===== src/rtl/cathode_top_unit.sv =====
// -----------------------------------------------------------------------------
// cathode_top_unit
//
// Purpose:
//   Registered hex-to-seven-segment cathode decoder for one display digit.
//   It decodes a 4-bit nibble into an 8-bit cathode pattern (segments a..g
//   plus the decimal point). The pattern is registered, so the output changes
//   exactly one Clk cycle after the input is sampled and never glitches.
//
// Parameters:
//   ACTIVE_LOW : 1 = a lit segment drives 0 (common-anode style)
//                0 = a lit segment drives 1
//
// Optional feature:
//   CATHODE_DP_EN : when this macro is defined, the dp input port exists and
//                   drives the decimal point. When it is not defined, the
//                   decimal point is always unlit.
//
// Ports:
//   Clk      in   1  system clock; all state updates on the rising edge
//   Reset    in   1  synchronous, active-low; blanks the digit
//   encoded  in   4  hex digit to display (0x0..0xF)
//   dp       in   1  decimal point request (only with CATHODE_DP_EN)
//   cathode  out  8  registered pattern, [0]=a .. [6]=g, [7]=dp
// -----------------------------------------------------------------------------
module cathode_top_unit #(
   parameter bit ACTIVE_LOW = 1'b1
) (
   input  logic       Clk,
   input  logic       Reset,
   input  logic [3:0] encoded,
`ifdef CATHODE_DP_EN
   input  logic       dp,
`endif
   output logic [7:0] cathode
);

   // Level driven onto every cathode line when the digit is blanked.
   localparam logic [7:0] BLANK = ACTIVE_LOW ? 8'hFF : 8'h00;

   logic [6:0] seg_lit;   // lit segments, active-high, bit order g..a
   logic       dp_lit;    // decimal point lit request
   logic [7:0] lit_byte;  // {dp, g..a}, active-high
   logic [7:0] cathode_d;
   logic [7:0] cathode_q;

   // Lowercase b and d keep those glyphs distinct from 8 and 0.
   always_comb begin
      seg_lit = 7'h00;
      case (encoded)
         4'h0: seg_lit = 7'h3F;
         4'h1: seg_lit = 7'h06;
         4'h2: seg_lit = 7'h5B;
         4'h3: seg_lit = 7'h4F;
         4'h4: seg_lit = 7'h66;
         4'h5: seg_lit = 7'h6D;
         4'h6: seg_lit = 7'h7D;
         4'h7: seg_lit = 7'h07;
         4'h8: seg_lit = 7'h7F;
         4'h9: seg_lit = 7'h6F;
         4'hA: seg_lit = 7'h77;
         4'hB: seg_lit = 7'h7C;
         4'hC: seg_lit = 7'h39;
         4'hD: seg_lit = 7'h5E;
         4'hE: seg_lit = 7'h79;
         4'hF: seg_lit = 7'h71;
         default: seg_lit = 7'h00;
      endcase
   end

`ifdef CATHODE_DP_EN
   assign dp_lit = dp;
`else
   assign dp_lit = 1'b0;
`endif

   assign lit_byte = {dp_lit, seg_lit};

   // Polarity is applied per line: XOR with ACTIVE_LOW inverts every bit
   // for an active-low display and passes it through otherwise.
   genvar gi;
   generate
      for (gi = 0; gi < 8; gi++) begin : g_polarity
         assign cathode_d[gi] = lit_byte[gi] ^ ACTIVE_LOW;
      end
   endgenerate

   // The reset level takes priority over the decoded value.
   always_ff @(posedge Clk) begin
      if (!Reset) begin
         cathode_q <= BLANK;
      end else begin
         cathode_q <= cathode_d;
      end
   end

   assign cathode = cathode_q;

endmodule


===== config.mk =====
export PLATFORM = sky130hd
export DESIGN_NAME = cathode_top_unit
export DESIGN_NICKNAME = d
export VERILOG_FILES = /design/src/rtl/cathode_top_unit.sv
export SDC_FILE = /design/constraint.sdc
export NUM_CORES = 1
export LEC_CHECK = 0
export ABC_AREA = 1
export ABC_CLOCK_PERIOD_IN_PS = 900
export CAP_MARGIN = 40
export CORE_AREA = 2 2 39 41
export CTS_BUF_LIST = sky130_fd_sc_hd__clkbuf_8
export CTS_CLUSTER_DIAMETER = 30
export DETAILED_ROUTE_END_ITERATION = 7
export DIE_AREA = 0 0 41 43
export HOLD_SLACK_MARGIN = 0.1
export PLACE_DENSITY = 0.71
export SLEW_MARGIN = 20
export SYNTH_ARGS = -nofsm -noshare
export SYNTH_HDL_FRONTEND = slang
export SYNTH_SLANG_ARGS = --single-unit

===== constraint.sdc =====
create_clock -name Clk -period 0.9 [get_ports Clk]
set_input_delay 0.135 -clock Clk [delete_from_list [all_inputs] [get_ports Clk]]
set_output_delay 0.135 -clock Clk [all_outputs]
set_load 0.02 [all_outputs]

==> results.toml <==
[synth]
yosysTopAreaCellShare_pct = 30.7
yosysUniqueCellTypes = 15
ys_seq_area_share_pct = 30.7
syn_nets = 71
yosys.area.top_type = "dfxtp_1"
synthTopCellsByCount = "nand2_1, nand3_1, dfxtp_1"
synthArstFlopShare_pct = 0
synth_seq_cells = 7
yosys_warnings = 0
ys.flop_type = "dfxtp_1"
synth_area_um2 = 457
synth_cells = 59
synth.avg_cell_area_um2 = 7.74
synth_most_common_cell = "nand2_1"
synthTopCellsByArea = "dfxtp_1, ha_1, nand2_1"
synth_edf_count = 0

[min_path]
hold_path_class = "input port to register"
whs_path_depth = 5
min_from = "encoded[2]"
min_to = "cathode[2]$_SDFF_PN1_"

[detailed_routing]
via_count = 433
ant_nets = 0
routedWlPerCell_um = 9.76
wirelength_um = 937
drc_errors = 0
drtPass1Iterations = 4
via_per_inst = 4.51
drt_iter0_drc = 2

[finish]
nFillCells = 158
antenna_cells = 0
nets = 93
drive_gt1_share_pct = 41.3
syn_to_final_growth_pct = 50.4
multiInputGateArea_um2 = 299
regArea_um2 = 140
largest_register_ffs = 7

[critical_path]
required_ns = 1.01
startpoint = "encoded[1]"
crit_arrival_ns = 0.95
worst_setup_path_end_kind = "register"
cp-start-kind = "input port"
path_class = "input port to register"
path_max_fanout = 4

[sta]
hold-worst-slack_ns = 0.372
rsz0062_at_grt = "no"
drv_slew = 0
fin_crit_sh_pct = 93.4
period_needed_ns = 0.840
fmax_mhz = 1190
setup_viol = 0
hold_viol = 0

[power]
pwr-share-seq_pct = 33.9
power.share.clock_pct = 41.9
combPwrFrac_pct = 24.2
total_power_mw = 1.01
p_leak_nw = 0.357
power.switching_mw = 0.273
swShare_pct = 27.1
p_int_mw = 0.735
peakVddDrop_mv = 0.417
power_density_nw_per_um2 = 1470

[floorplan]
fp.dieArea_um2 = 1760
rows = 14
ios = 14
fp.coreArea_um2 = 1380
die_height_um = 43
initial_core_util_pct = 33.0
die_w_um = 41

[grt]
overflow = 0
use_met3_pct = 3.14
grt_max_degree = 9
track_usage_pct = 13.4
busiest_layer = "met2"
antenna_found_initial = 0
grt_pass1_wl_um = 1590
use_met1_pct = 14.1
grtUsageMet2_pct = 21.3
grt_pass1_vias = 413

[clock_tree]
post_cts_buffers = 0
clk_pin_slew_ns = 0.04
cts_hold_buf = 0
cts_tree = "built"
cts_buffer_depth = 2
clock-sinks = 7
cts-root-buf = "clkbuf_8"
htreeDepth = 1
cts_made_buffers = 3

[job]
drv_cap = 0

[placed_design]
routabilityCongestion = 0.798
dpl.hpwl_um = 749
port_buffers = 12

[run_status]
status = "completed"
[stage by stage]
stage	TNS [ns]	instance area (um^2)	setup WS, ns	instances	util [%]
floorplan	0	457	0.0802	59	-
global placement	-3.71	631	-0.482	92	45.6
detailed placement	-3.94	631	-0.514	92	45.6
CTS	0	656	0.00281	96	47.4
global route	0	687	0.00131	96	49.6
finish	0	687	0.0596	96	49.6
[per-layer routing]
metal	wire length, um	share of wire [%]
met1	348	37
met2	521	56
met3	67	7.2
met4	0	0
met5	0	0
[worst max-delay path: stages]
cell and delay (ns):
dlygate4sd2_1 0.23, inv_2 0.08, ha_4 0.28, inv_1 0.04
nand2_1 0.04, nand2_1 0.05, nand2_1 0.05, nand3_1 0.06
[repair_timing]
item	CTS	global route
gates cloned	0	0
pin swaps	0	1
gates resized for setup	36	9
setup endpoints to repair	14	7
[worst max path at each step]
stage / endpoint / slack, ns / cells after the start
CTS: cathode[0]$_SDFF_PN1_ / 0.003 / 6
floorplan: cathode[3]$_SDFF_PN1_ / 0.08 / 7
global placement: cathode[3]$_SDFF_PN1_ / -0.48 / 8
finish: cathode[3]$_SDFF_PN1_ / 0.06 / 8
detailed placement: cathode[3]$_SDFF_PN1_ / -0.51 / 8
global route: cathode[3]$_SDFF_PN1_ / 0.001 / 8
[cells in the final DEF, fill, tap and decap left out]
cell type        Yosys  layout
o211ai_2             1       1
dfxtp_1              7       7
ha_2                 0       1
clkbuf_8             0       3
dlygate4sd2_1        0       2
buf_2                0       7
nand2_1             18      17
clkdlybuf4s50_1      0       1
dlymetal6s2s_1       0       1
nand3_2              1       1
buf_6                1       1
conb_1               1       1
inv_2                1       5
clkdlybuf4s15_1      0       1
buf_4                2       7
o211ai_1             1       1
ha_1                 6       2
nand2_4              2       2
nor2_1               2       2
inv_1                5       2
nand2_2              0       1
nand3_1             10      10
inv_8                1       1
ha_4                 0       3
[power by group through the flow]
stage	clock network (mW)	logic [mW]	registers (mW)
3_5_place_dp	0	0.252	0.349
2_1_floorplan	0	0.108	0.381
4_1_cts	0.441	0.234	0.343
5_1_grt	0.453	0.270	0.345
3_3_place_gp	0	0.247	0.347
6_report	0.422	0.244	0.342
[cell type report]
| cell class | instances | area share [%] |
|---|---|---|
| well taps | 16 | 2.91 |
| clock buffers | 3 | 6.01 |
| multi-input cells | 42 | 43.5 |
| clock inverters | 1 | 0.546 |
| flip-flops and latches | 7 | 20.4 |
| repair buffers | 20 | 21.7 |
| inverters | 7 | 4.92 |
[cells by family (layout without fill, tap and decap cells)]
family / after synthesis / in the layout / share of synthesized area [%]
flip-flops: 7 / 7 / 30.7
adder cells (fa/ha/maj): 6 / 6 / 16.4
AND/OR/NAND/NOR: 33 / 33 / 34.5
AO/OA/AOI/OAI: 2 / 2 / 4.38
buffers and inverters: 10 / 31 / 13.1
other: 1 / 1 / 0.821
Note: power is estimated with default switching activity, not from simulation.
